## config.mk

```make
export PLATFORM = sky130hd
export DESIGN_NAME = sfp_array
export DESIGN_NICKNAME = d
export VERILOG_FILES = /design/src/rtl/sfp_pkg.sv /design/src/rtl/sfp_lane.sv /design/src/rtl/sfp_array.sv
export SDC_FILE = /design/constraint.sdc
export NUM_CORES = 1
export LEC_CHECK = 0
export CORE_MARGIN = 10
export CORE_UTILIZATION = 30
export CTS_CLUSTER_DIAMETER = 200
export CTS_CLUSTER_SIZE = 24
export DETAILED_ROUTE_END_ITERATION = 10
export PLACE_DENSITY = 0.53
export SYNTH_ARGS = -nofsm -noshare
export SYNTH_HDL_FRONTEND = slang
export SYNTH_SLANG_ARGS = --single-unit
```

## constraint.sdc

```tcl
create_clock -name clk -period 4.58 [get_ports clk]
set_clock_uncertainty 0.1 [all_clocks]
set_input_delay 0.687 -clock clk [delete_from_list [all_inputs] [get_ports clk]]
set_output_delay 0.687 -clock clk [all_outputs]
set_load 0.05 [all_outputs]
```

## src/rtl/sfp_pkg.sv

```systemverilog
// Shared definitions for the special-function processor array: FSM encoding
// and saturation limits. The optional saturating add is enabled by defining
// the SFP_SAT_EN macro.
package sfp_pkg;

  typedef enum logic [1:0] {
    ST_IDLE = 2'd0,
    ST_ACC  = 2'd1,
    ST_OUT  = 2'd2
  } sfp_state_e;

  // Largest positive signed value of a bw-bit word (bit pattern 0111..1)
  function automatic logic [63:0] psum_max(input int unsigned bw);
    return (64'd1 << (bw - 1)) - 64'd1;
  endfunction

  // Most negative signed value of a bw-bit word (bit pattern 1000..0 after truncation)
  function automatic logic [63:0] psum_min(input int unsigned bw);
    return 64'd1 << (bw - 1);
  endfunction

endpackage

```

## src/rtl/sfp_lane.sv

```systemverilog
// One channel of the special-function processor: signed accumulator,
// wrap-around or saturating add (SFP_SAT_EN), and ReLU output mux.
module sfp_lane
  import sfp_pkg::*;
#(
  parameter int unsigned W = 16
) (
  input  logic         clk,
  input  logic         rst_n,
  input  logic         clr_i,
  input  logic         acc_en_i,
  input  logic         relu_en_i,
  input  logic [W-1:0] in_i,
  output logic [W-1:0] out_o
);

  logic [W-1:0] acc_q, acc_d;
  logic [W-1:0] sum;
  logic [W-1:0] sum_sat;

  // Raw two's-complement sum of the accumulator and the incoming psum
  always_comb sum = acc_q + in_i;

`ifdef SFP_SAT_EN
  logic ovf_pos, ovf_neg;

  // Overflow is only possible when both operands share a sign the result lacks
  always_comb begin
    ovf_pos = ~acc_q[W-1] & ~in_i[W-1] &  sum[W-1];
    ovf_neg =  acc_q[W-1] &  in_i[W-1] & ~sum[W-1];
    sum_sat = sum;
    if (ovf_pos) begin
      sum_sat = W'(psum_max(W));
    end else if (ovf_neg) begin
      sum_sat = W'(psum_min(W));
    end
  end
`else
  // Plain wrap-around accumulation
  always_comb sum_sat = sum;
`endif

  // Accumulator next value: clear on start, add on an accepted beat, else hold
  always_comb begin
    acc_d = acc_q;
    if (clr_i) begin
      acc_d = '0;
    end else if (acc_en_i) begin
      acc_d = sum_sat;
    end
  end

  // Accumulator register
  always_ff @(posedge clk or negedge rst_n) begin
    if (!rst_n) begin
      acc_q <= '0;
    end else begin
      acc_q <= acc_d;
    end
  end

  // ReLU: negative sums clamp to zero when enabled
  always_comb out_o = (relu_en_i && acc_q[W-1]) ? '0 : acc_q;

endmodule

```

## src/rtl/sfp_array.sv

```systemverilog
// Multi-channel special-function processor: accumulates acc_len signed psum
// beats per channel, then presents the (optionally ReLU'd) sums for one cycle.
// Define SFP_SAT_EN to make each channel add saturate instead of wrap.
module sfp_array
  import sfp_pkg::*;
#(
  parameter int unsigned psum_bw = 16,
  parameter int unsigned col     = 8,
  parameter int unsigned cnt_bw  = 5
) (
  input  logic                   clk,
  input  logic                   reset,
  input  logic                   start,
  input  logic [cnt_bw-1:0]      acc_len,
  input  logic                   relu_en,
  input  logic                   in_valid,
  output logic                   in_ready,
  input  logic [col*psum_bw-1:0] in,
  output logic [col*psum_bw-1:0] out,
  output logic                   out_valid,
  output logic                   busy
);

  sfp_state_e        state_q, state_d;
  logic [cnt_bw-1:0] cnt_q, cnt_d;
  logic [cnt_bw-1:0] len_q, len_d;
  logic              relu_q, relu_d;
  logic              clr_c;
  logic              accept_c;

  // Next-state, counter and latch logic; start overrides everything in any state
  always_comb begin
    state_d  = state_q;
    cnt_d    = cnt_q;
    len_d    = len_q;
    relu_d   = relu_q;
    clr_c    = 1'b0;
    accept_c = 1'b0;
    if (start) begin
      clr_c   = 1'b1;
      cnt_d   = '0;
      len_d   = acc_len;
      relu_d  = relu_en;
      state_d = (acc_len == '0) ? ST_OUT : ST_ACC;
    end else begin
      case (state_q)
        ST_ACC: begin
          if (in_valid) begin
            accept_c = 1'b1;
            cnt_d    = cnt_q + cnt_bw'(1);
            if (cnt_d == len_q) begin
              state_d = ST_OUT;
            end
          end
        end
        ST_OUT:  state_d = ST_IDLE;
        default: state_d = state_q;
      endcase
    end
  end

  // Control state registers
  always_ff @(posedge clk or negedge reset) begin
    if (!reset) begin
      state_q <= ST_IDLE;
      cnt_q   <= '0;
      len_q   <= '0;
      relu_q  <= 1'b0;
    end else begin
      state_q <= state_d;
      cnt_q   <= cnt_d;
      len_q   <= len_d;
      relu_q  <= relu_d;
    end
  end

  // Handshake and status decoded straight from the state register
  always_comb begin
    in_ready  = (state_q == ST_ACC);
    out_valid = (state_q == ST_OUT);
    busy      = (state_q != ST_IDLE);
  end

  // One lane per channel, all sharing the control above
  for (genvar g = 0; g < int'(col); g++) begin : g_lane
    sfp_lane #(
      .W(psum_bw)
    ) u_lane (
      .clk      (clk),
      .rst_n    (reset),
      .clr_i    (clr_c),
      .acc_en_i (accept_c),
      .relu_en_i(relu_q),
      .in_i     (in[g*psum_bw +: psum_bw]),
      .out_o    (out[g*psum_bw +: psum_bw])
    );
  end

endmodule

```

# Word level (Yosys, flattened, before mapping)
# Index checks and enable logic that the tools add are counted.
[word_totals]
register_bits = 141
inputBits = 138
elab_cells = 78
[op_classes]
addsub = 9
mux = 36
n_reduce_logical = 16
n_eq_ne = 5
[ops]
columns = ["cell", "count"]
rows = [
  ["$mux 16", 24],
  ["$add 16x16->16", 8],
  ["$mux 5", 3],
  ["$logic_and 1x1->1", 8],
  ["$mux 2", 4],
  ["$reduce_bool 2->1", 4],
  ["$add 5x1->5 const B", 1],
  ["$eq 5x5->1", 1],
  ["$logic_not 5->1", 1],
  ["$mux 1", 4],
  ["$pmux 2 s2", 1],
  ["$ne 3x2->1 const B", 1],
  ["$ne 3x3->1 const B", 1],
  ["$reduce_and 3->1", 1],
  ["$reduce_bool 3->1", 1],
  ["$eq 2x1->1 const B", 1],
  ["$eq 2x2->1 const B", 1],
  ["$reduce_and 2->1", 1],
]

# Longest topological paths before layout
# Gate-level depths: netlist of run 1.
[logic_depth]
depth_word = 6
mapped_depth = 9

# By module
# Synthesis of run 1 repeated with hierarchy kept, for this count alone.
[unflattened]
hier_cells = 1543
area_unflattened_um2 = 13165.1
[by_module_without_submodules]
columns = ["mod", "n_inst", "seq_area_each_um2", "area_per_inst_um2", "cells_per_inst"]
rows = [
  ["sfp_lane at g_lane[4].u_lane ...", 4, 400.4, 1545.2, 182],
  ["sfp_lane at g_lane[1].u_lane ...", 3, 400.4, 1589.0, 193],
  ["sfp_lane at g_lane[0].u_lane", 1, 400.4, 1507.7, 169],
  ["sfp_array", 1, 325.3, 709.4, 67],
]

# Worst setup path before layout of run 1
# No wires, ideal clock.
[synth_path]
path_kind = "in2reg"
from = "input port in[48]"
to = "register g_lane[3].u_lane.acc_q[14]"
path_buffers = 0
arrival_time_ns = 2.341
setup_time_ns = 0.145
t_required_ns = 4.335
stages = 9
slack_ns = 1.994
cell_sequence = "ha_1 > inv_1 > fa_1 > nor2b_1 > o31a_1 > o21a_1 > a311o_1 > o311ai_0 > o211ai_1"
[synth_via]
elab_chain_cells = 3
[synth_rtl]
columns = ["element", "line_no", "source"]
rows = [
  ["start: declaration", "sfp_array.sv:18", "input logic [col*psum_bw-1:0] in,"],
  ["$add 16x16->16", "sfp_lane.sv:22", "always_comb sum = acc_q + in_i;"],
  ["$mux 16", "sfp_lane.sv:48", "end else if (acc_en_i) begin"],
  ["$mux 16", "sfp_lane.sv:46", "if (clr_i) begin"],
  ["end signal: assignment", "sfp_lane.sv:56", "acc_q <= '0;"],
  ["end signal: assignment", "sfp_lane.sv:58", "acc_q <= acc_d;"],
  ["end: declaration", "sfp_lane.sv:17", "logic [W-1:0] acc_q, acc_d;"],
]
# Every way passes these cells. The select of a mux whose other input is x is not followed.
# A chain may end at the register's enable or synchronous reset.

# Worst setup path after layout of run 1
[layout_path]
from = "register relu_q"
to = "output port out[72]"
[layout_via]
elab_chain_cells = 2
[layout_rtl]
columns = ["element", "line_no", "source"]
rows = [
  ["start: declaration", "sfp_array.sv:27", "logic relu_q, relu_d;"],
  ["start signal: assignment", "sfp_array.sv:73", "relu_q <= relu_d;"],
  ["$logic_and 1x1->1", "sfp_lane.sv:63", "always_comb out_o = (relu_en_i && acc_q[W-1]) ? '0 : acc_q;"],
  ["$mux 16", "sfp_lane.sv:63", ""],
  ["end: declaration", "sfp_array.sv:19", "output logic [col*psum_bw-1:0] out,"],
]
# Every way passes these cells.

==> out/qor.txt, run 1 <==
Root Buffer: clkbuf_16
Crit Path Category: register to output port
synthesized net count: 1733
Post-Synthesis Cells: 1466
HP Class: primary input to asynchronous set/reset pin
initial antenna violation count: 1
total negative slack: 0 ns
first-pass GRT wire length: 66.2 mm
Placed Area: 15400 um2
max-cap viol count: 0
total number of vias: 11700
I/O pin count: 269
vias in the first global route: 11700
data required time of the worst path: 3.79 ns
largest net degree at the start of global routing: 81
final-report max-slew violation count: 0
Initial Utilization: 30.5%
DIE AREA: 49100 um2
yosys warns: 0
total iterations of the first detailed-routing run: 5
Ant. Diodes: 0
final hold vios: 0
Comb pwr share: 39.6%
Post-DP HPWL: 30.5 mm
Sequential Power Share: 30.3%
Distinct cells, synth: 65
EDFF count, synth: 0
CTS resizes: 0
Reg clk slew, reported paths: 0.07 ns
remaining antenna violation count after routing: 0
clock share of power: 30.0%
hold buffers post-CTS: 0
RSZ-0062 raised after global routing: no
FP Rows: 73
Least-Margin Pin Slew: 0.880 ns
sw frac: 39.7%
Non-Filler Instances: 2241
internal power: 2.88 mW
CP Max Fanout: 14
DRC viols: 0
minimum clock period: 3.50 ns
crit path capture type: output port
Post-Syn Area per Cell: 8.32 um2
cell area after layout: 16000 um2
clock sink count: 141
buffers from clock root to sink, at most: 2
IO buf count: 268
Filler Cell Count: 4124
Seq/Total Area, Yosys: 28.9%
Startpoint Class: register
Post-Syn Area: 12200 um2
placed cell count: 2209
Final Setup Violations: 0
Clock Latency Late Sink: 0.44 ns
GRT Util Overall: 16.4%
area of the core: 40000 um2
H-tree Lvls: 4
Sw Pwr: 1.90 mW
Routed WL per cell: 18.5 um
Die Height: 222 um
Area Overhead vs Synth: 31.0%
Fmax: 286 MHz
CTS Buf Count: 17
Leak: 6.95 nW
Congestion Overflow GR: 0
Power Density: 299 nW/um2
cell depth of the worst flop-to-flop path: 9
period utilisation layout: 76.4%
VDD IR max: 0.246 mV
Via density: 5.20
Rel. slew slack: 41.2%
drt first-iter violations: 554
share of layout cells above drive strength 1: 4.72%
die width: 222 um
postcts setup bufs: 0
fin nets: 1970
gpl congestion: 0.860
status: complete, no violations
Synth Flop Type: dfrtp_1
Synth Register Bits: 141
CTS tree: built
Post-synth ARST share: 100%
Worst EP arrival: 2.71 ns
routed wire length: 41.4 mm
through the flow:
stage / power (mW) / utilization (%) / worst slack, ns / hold slack, ns
after global routing: 5.07 / 39.9 / 0.832 / 0.263
after floorplan: 2.74 / - / 1.99 / 0.291
after CTS: 4.85 / 39.9 / 0.936 / 0.240
after global placement: 3.37 / 38.5 / 1.34 / 0.388
after detailed placement: 3.38 / 38.5 / 1.30 / 0.398
final: 4.78 / 39.9 / 1.08 / 0.188
routing by layer:
layer	vias up	GRT usage, %	share of wire [%]
li1	5805	-	-
met3	31	3.66	4.9
met4	2	3.70	1.2
met2	233	27.1	47
met1	5580	21.3	47
met5	-	0	0.017
kinds of logic after synthesis:
kind of cell	after synthesis	synth area share [%]
flops	141	28.9
xor+xnor	62	4.45
compound gates	460	24.5
fa+ha+maj	129	13.7
buf+inv	103	3.41
simple gates	548	23.0
mux	23	2.02
Yosys cell counts (all sizes together) (38+ instances only):
cell type,count,area (um2)
a21o,40,303
xnor2,45,394
nor3,48,240
nand2,151,567
and2,124,776
inv,41,154
dfrtp,141,3530
o21ai,81,405
a21oi,143,716
nand3,38,190
ha,121,1510
nor2,84,320
worst max-delay path, stage by stage (launching register included):
cell and delay (ns):
dfrtp_1 0.68, buf_4 0.28, nand2_1 0.29, and2_1 0.29, clkdlybuf4s50_1 0.71
worst paths after layout:
path                                                         from                                      to  slack (ns)
setup / recovery                               relu_q$_DFFE_PN0P_                                 out[72]        1.08
hold / removal                                              reset   g_lane[0].u_lane.acc_q[8]$_DFFE_PN0P_        0.19
setup reg to reg            g_lane[1].u_lane.acc_q[0]$_DFFE_PN0P_  g_lane[1].u_lane.acc_q[12]$_DFFE_PN0P_        1.99
hold reg to reg            g_lane[5].u_lane.acc_q[12]$_DFFE_PN0P_  g_lane[5].u_lane.acc_q[12]$_DFFE_PN0P_        0.40
max in group asynchronous                                   reset  g_lane[4].u_lane.acc_q[15]$_DFFE_PN0P_        3.33
min in group clk           g_lane[5].u_lane.acc_q[12]$_DFFE_PN0P_  g_lane[5].u_lane.acc_q[12]$_DFFE_PN0P_        0.40
registers in the layout, summed over array words and instances, names as in the netlist:
register / cells
cnt_q: 5
g_lane.u_lane.acc_q: 128
relu_q: 1
len_q: 5
state_q: 2
cells in the final DEF, fill, tap and decap left out, types with 35 or more instances in the layout:
cell and n:
a21o_1 38, nand3_1 38, dfrtp_1 141, nor2_1 82, nand2_1 150, a21oi_1 143, a211oi_1 35, xnor2_1 45
and2_1 123, ha_1 121, o21ai_0 80, inv_1 40, clkdlybuf4s50_1 266, nor3_1 48
power groups by stage:
stage                     Combinational, mW  Sequential, mW  Clock (mW)
after floorplan                        1.31            1.43           0
after global placement                 1.89            1.47           0
after detailed placement               1.90            1.48           0
after CTS                              1.91            1.45        1.48
after global routing                   2.08            1.47        1.53
final                                  1.89            1.45        1.44
final cells by class:
class                   count  area (um2)  area share (%)
repair buffers            280        2800            17.5
multi-input cells        1222        8270            51.7
clock buffers              17         425            2.66
clock inverters            15         154           0.963
inverters                  41         154           0.963
flip-flops and latches    141        3530            22.1
well taps                 525         657            4.11
Note: power is estimated with default switching activity, not from simulation.
==> inputs of run 2 (changes only) <==
--- a/config.mk
+++ b/config.mk
@@ -10,7 +10,7 @@
 export CTS_CLUSTER_DIAMETER = 200
 export CTS_CLUSTER_SIZE = 24
 export DETAILED_ROUTE_END_ITERATION = 10
-export PLACE_DENSITY = 0.53
+export PLACE_DENSITY = 0.55
 export SYNTH_ARGS = -nofsm -noshare
 export SYNTH_HDL_FRONTEND = slang
 export SYNTH_SLANG_ARGS = --single-unit
==> constraint.sdc (replaced) <==
create_clock -name clk -period 2.95 [get_ports clk]
set_clock_uncertainty 0.1 [all_clocks]
set_input_delay 0.4425 -clock clk [delete_from_list [all_inputs] [get_ports clk]]
set_output_delay 0.4425 -clock clk [all_outputs]
set_load 0.05 [all_outputs]
==> out/qor.txt, run 2 (same netlist as run 1, synthesis figures left out) <==
largest net degree at the start of global routing: 53
Sw Pwr: 2.84 mW
Worst EP arrival: 2.06 ns
CTS tree: built
Fmax: 384 MHz
Sequential Power Share: 28.8%
I/O pin count: 269
Fin Hold WS: 0.312 ns
data required time of the worst path: 2.41 ns
max reg flops: 128
Congestion Overflow GR: 0
VDD IR max: 0.352 mV
Die Height: 222 um
period utilisation layout: 88.2%
multi-input gate area in the final layout: 8270 um2
Least-Margin Pin Slew: 0.927 ns
routed wire length: 41.7 mm
gpl congestion: 0.850
GRT Util Overall: 16.7%
final hold vios: 0
most common cell after layout, fill and taps aside: buf_4
internal power: 4.95 mW
Leak: 7.57 nW
RSZ-0062 raised after global routing: no
Via density: 5.19
clock sink count: 141
buffers from clock root to sink, at most: 2
minimum clock period: 2.60 ns
CTS Buf Count: 17
Filler Cell Count: 4116
Area Overhead vs Synth: 33.5%
total iterations of the first detailed-routing run: 5
Clock Latency Late Sink: 0.44 ns
post-layout power: 7.79 mW
most frequent cells in the layout: 196 x buf_4, 150 x nand2_1, 143 x a21oi_1
remaining antenna violation count after routing: 0
DIE AREA: 49100 um2
Power Density: 478 nW/um2
share of layout cells above drive strength 1: 15.0%
FF/Latch Area: 3530 um2
area of the core: 40000 um2
CTS resizes: 0
Reg clk slew, reported paths: 0.06 ns
IO buf count: 268
fin nets: 2033
Initial Utilization: 30.5%
status: complete, no violations
crit path capture type: output port
Crit Path Category: register to output port
Routed WL per cell: 18.1 um
initial antenna violation count: 2
final-report max-slew violation count: 0
Largest regs: g_lane.u_lane.acc_q x128, cnt_q x5, len_q x5
vias in the first global route: 12200
max-cap viol count: 0
total number of vias: 12000
Post-DP HPWL: 31.5 mm
sw frac: 36.5%
FP Rows: 73
DRC viols: 0
HP Class: primary input to register
Startpoint Class: register
Reg with most FFs: g_lane.u_lane.acc_q
drt first-iter violations: 611
H-tree Lvls: 4
CP Max Fanout: 4
Root Buffer: clkbuf_16
Final Setup Violations: 0
Rel. slew slack: 38.1%
clock share of power: 32.4%
first-pass GRT wire length: 67.3 mm
Comb pwr share: 38.8%
die width: 222 um
run 2: critical path, stage by stage, from the launching register on:
cell	delay [ns]
dfrtp_1	0.40
and2b_1	0.35
clkdlybuf4s50_1	0.87
run 2: what timing repair did:
item | CTS | global route
hold endpoints to repair | 43 | 0
hold buffers | 1 | 0
setup buffers | 0 | 0
run 2: final timing paths:
| path | endpoint | slack [ns] | cells after the start | from |
|---|---|---|---|---|
| worst max register to register | g_lane[5].u_lane.acc_q[15]$_DFFE_PN0P_ | 0.52 | 7 | g_lane[5].u_lane.acc_q[1]$_DFFE_PN0P_ |
| worst min-delay path | g_lane[5].u_lane.acc_q[4]$_DFFE_PN0P_ | 0.31 | 2 | start |
| worst max-delay path | in_ready | 0.35 | 2 | state_q[1]$_DFFE_PN0P_ |
| min in group asynchronous | g_lane[6].u_lane.acc_q[12]$_DFFE_PN0P_ | 0.43 | 2 | reset |
| worst min register to register | g_lane[1].u_lane.acc_q[13]$_DFFE_PN0P_ | 0.41 | 2 | g_lane[1].u_lane.acc_q[13]$_DFFE_PN0P_ |
| max in group asynchronous | g_lane[2].u_lane.acc_q[15]$_DFFE_PN0P_ | 1.44 | 3 | reset |
run 2: area by class of cell:
type	instances	area share, %
inverter	41	0.945
multi-input combinational	1222	50.8
clock inverter	5	0.922
tap	525	4.03
antenna	1	0.0154
timing repair buffer	343	18.5
sequential	141	21.7
clock buffer	27	3.15
run 2: power groups by stage:
stage               Sequential [mW]  Combinational [mW]  Clock [mW]
finish                         2.25                3.02        2.52
global route                   2.27                3.32        2.67
CTS                            2.25                3.05        2.59
detailed placement             2.28                3.03           0
global placement               2.28                3.01           0
floorplan                      2.22                2.04           0
run 2: through the flow:
step / setup slack [ns] / util (%) / TNS [ns] / std cells / instance area, um2
after floorplan: 0.608 / - / 0 / 1466 / 12200
after global placement: 0.0740 / 39.0 / 0 / 2271 / 15600
after detailed placement: -0.00603 / 39.0 / -0.00603 / 2271 / 15600
after CTS: 0.324 / 40.7 / 0 / 2304 / 16300
after global routing: 0.221 / 40.7 / 0 / 2304 / 16300
final: 0.347 / 40.7 / 0 / 2305 / 16300
run 2: routing by layer:
metal / vias to the layer above / part of all wire [%] / GRT usage, %
met5: - / 0.022 / 0
met4: 2 / 1.1 / 3.89
met3: 25 / 4.6 / 3.34
met2: 262 / 47 / 27.8
met1: 5751 / 47 / 21.6
li1: 5926 / - / -
==> inputs of run 3 (changes only) <==
--- a/config.mk
+++ b/config.mk
@@ -5,7 +5,6 @@
 export SDC_FILE = /design/constraint.sdc
 export NUM_CORES = 1
 export LEC_CHECK = 0
-export CORE_MARGIN = 10
 export CORE_UTILIZATION = 30
 export CTS_CLUSTER_DIAMETER = 200
 export CTS_CLUSTER_SIZE = 24
==> out/qor.txt, run 3 (same netlist as run 1, synthesis figures left out) <==
max reg flops: 128
area of the core: 39900 um2
status: complete, no violations
HP Class: primary input to register
GRT Util Overall: 19.0%
CTS Buf Count: 17
routed wl met2: 18.3 mm
Largest regs: g_lane.u_lane.acc_q x128, cnt_q x5, len_q x5
Crit. Startpoint: state_q[1]$_DFFE_PN0P_
Startpoint Class: register
Filler Cell Count: 4085
data required time of the worst path: 2.41 ns
Top Metal Used: met4
R2R Path End: g_lane[3].u_lane.acc_q[14]$_DFFE_PN0P_
share of layout cells above drive strength 1: 14.7%
most frequent cells in the layout: 187 x buf_4, 150 x nand2_1, 143 x a21oi_1
drt first-iter violations: 510
crit path max-delay cell type: clkdlybuf4s50_1
largest net degree at the start of global routing: 64
CP Capture Point: in_ready
r2r startpoint: g_lane[3].u_lane.acc_q[0]$_DFFE_PN0P_
WL met1: 18.6 mm
most common cell after layout, fill and taps aside: buf_4
Placed Area: 15600 um2
Stages on worst setup path: 2
H-tree Lvls: 4
Congestion Overflow GR: 0
CTS resizes: 0
CP delay by family, top: buffers and inverters
Die Height: 204 um
FP Rows: 73
Crit Path Category: register to output port
remaining antenna violation count after routing: 0
buffers from clock root to sink, at most: 2
cell depth of the worst flop-to-flop path: 9
Fmax: 382 MHz
Final Setup Violations: 0
VDD IR max: 0.402 mV
gpl congestion: 0.881
Reg with most FFs: g_lane.u_lane.acc_q
post-layout power: 7.31 mW
Buf/Inv on CP: 1
total number of vias: 11900
DRC viols: 0
CP Max Fanout: 4
fin nets: 2027
crit path capture type: output port
clock sink count: 141
final-report max-slew violation count: 0
Rel. slew slack: 51.9%
initial antenna violation count: 3
Worst EP arrival: 2.08 ns
minimum clock period: 2.62 ns
CTS tree: built
RSZ-0062 raised after global routing: no
Clock Latency Late Sink: 0.45 ns
Initial Utilization: 30.6%
final hold vios: 0
max-cap viol count: 0
CP max stage delay: 0.90 ns
Least-Margin Pin Slew: 0.721 ns
cell area after layout: 16100 um2
Leak: 7.45 nW
Area Overhead vs Synth: 32.1%
period utilisation layout: 88.7%
Final Util: 40.4%
routed wire length: 39.1 mm
reg-to-reg slack, setup: 0.47 ns
worst path cell trace: and2b_1, clkdlybuf4s50_1
total iterations of the first detailed-routing run: 5
vias in the first global route: 11900
Power Density: 453 nW/um2
Post-DP HPWL: 29.1 mm
Reg clk slew, reported paths: 0.07 ns
first-pass GRT wire length: 62.6 mm
I/O pin count: 269
DIE AREA: 41500 um2
die width: 204 um
met3 WL: 1.50 mm
Via density: 5.15
IO buf count: 268
total negative slack: 0 ns
Routed WL per cell: 17.0 um
Root Buffer: clkbuf_16
==> run 3: layout make-up <==
cell class	count	area (um2)	share of cell area (%)
clock buffer	19	443	2.75
multi-input combinational	1222	8260	51.3
timing repair buffer	337	2970	18.4
tap	525	657	4.08
antenna	3	7.51	0.0466
sequential	141	3530	21.9
clock inverter	13	95.1	0.590
inverter	41	154	0.955
==> run 3: how the worst min path moves through the flow <==
stage,start,to,slack [ns],cells past startpoint
after CTS,start,cnt_q[3]$_DFFE_PN0P_,0.28,2
after global placement,g_lane[1].u_lane.acc_q[13]$_DFFE_PN0P_,g_lane[1].u_lane.acc_q[13]$_DFFE_PN0P_,0.39,2
after floorplan,reset,cnt_q[0]$_DFFE_PN0P_,0.05,0
after global routing,start,cnt_q[3]$_DFFE_PN0P_,0.31,2
final,start,cnt_q[3]$_DFFE_PN0P_,0.30,2
after detailed placement,g_lane[1].u_lane.acc_q[13]$_DFFE_PN0P_,g_lane[1].u_lane.acc_q[13]$_DFFE_PN0P_,0.40,2
==> run 3: power breakdown <==
| group | internal, mW | total (mW) | switching (mW) |
|---|---|---|---|
| Clock | 1.10 | 2.06 | 0.961 |
| Sequential | 2.10 | 2.25 | 0.155 |
| Combinational | 1.23 | 3.00 | 1.77 |
| Total | 4.42 | 7.31 | 2.89 |
==> run 3: what timing repair did <==
| item | in CTS | in global routing |
|---|---|---|
| hold buffers | 1 | 0 |
| buffers inserted | 0 | 0 |
| endpoints found under the hold margin | 60 | 0 |
==> run 3: stage by stage <==
step / instances / hold slack, ns / setup WS (ns)
after detailed placement: 2265 / 0.399 / -0.0190
after floorplan: 1466 / 0.0469 / 0.608
after global placement: 2265 / 0.388 / 0.0263
after CTS: 2298 / 0.282 / 0.283
after global routing: 2300 / 0.306 / 0.245
final: 2301 / 0.302 / 0.332
==> run 3: metal layers <==
layer  global-route usage (%)  vias to the layer above
li1                         -                     5915
met5                        0                        -
met2                     31.6                      230
met1                     25.5                     5677
met4                     5.50                        0
met3                     2.78                       34
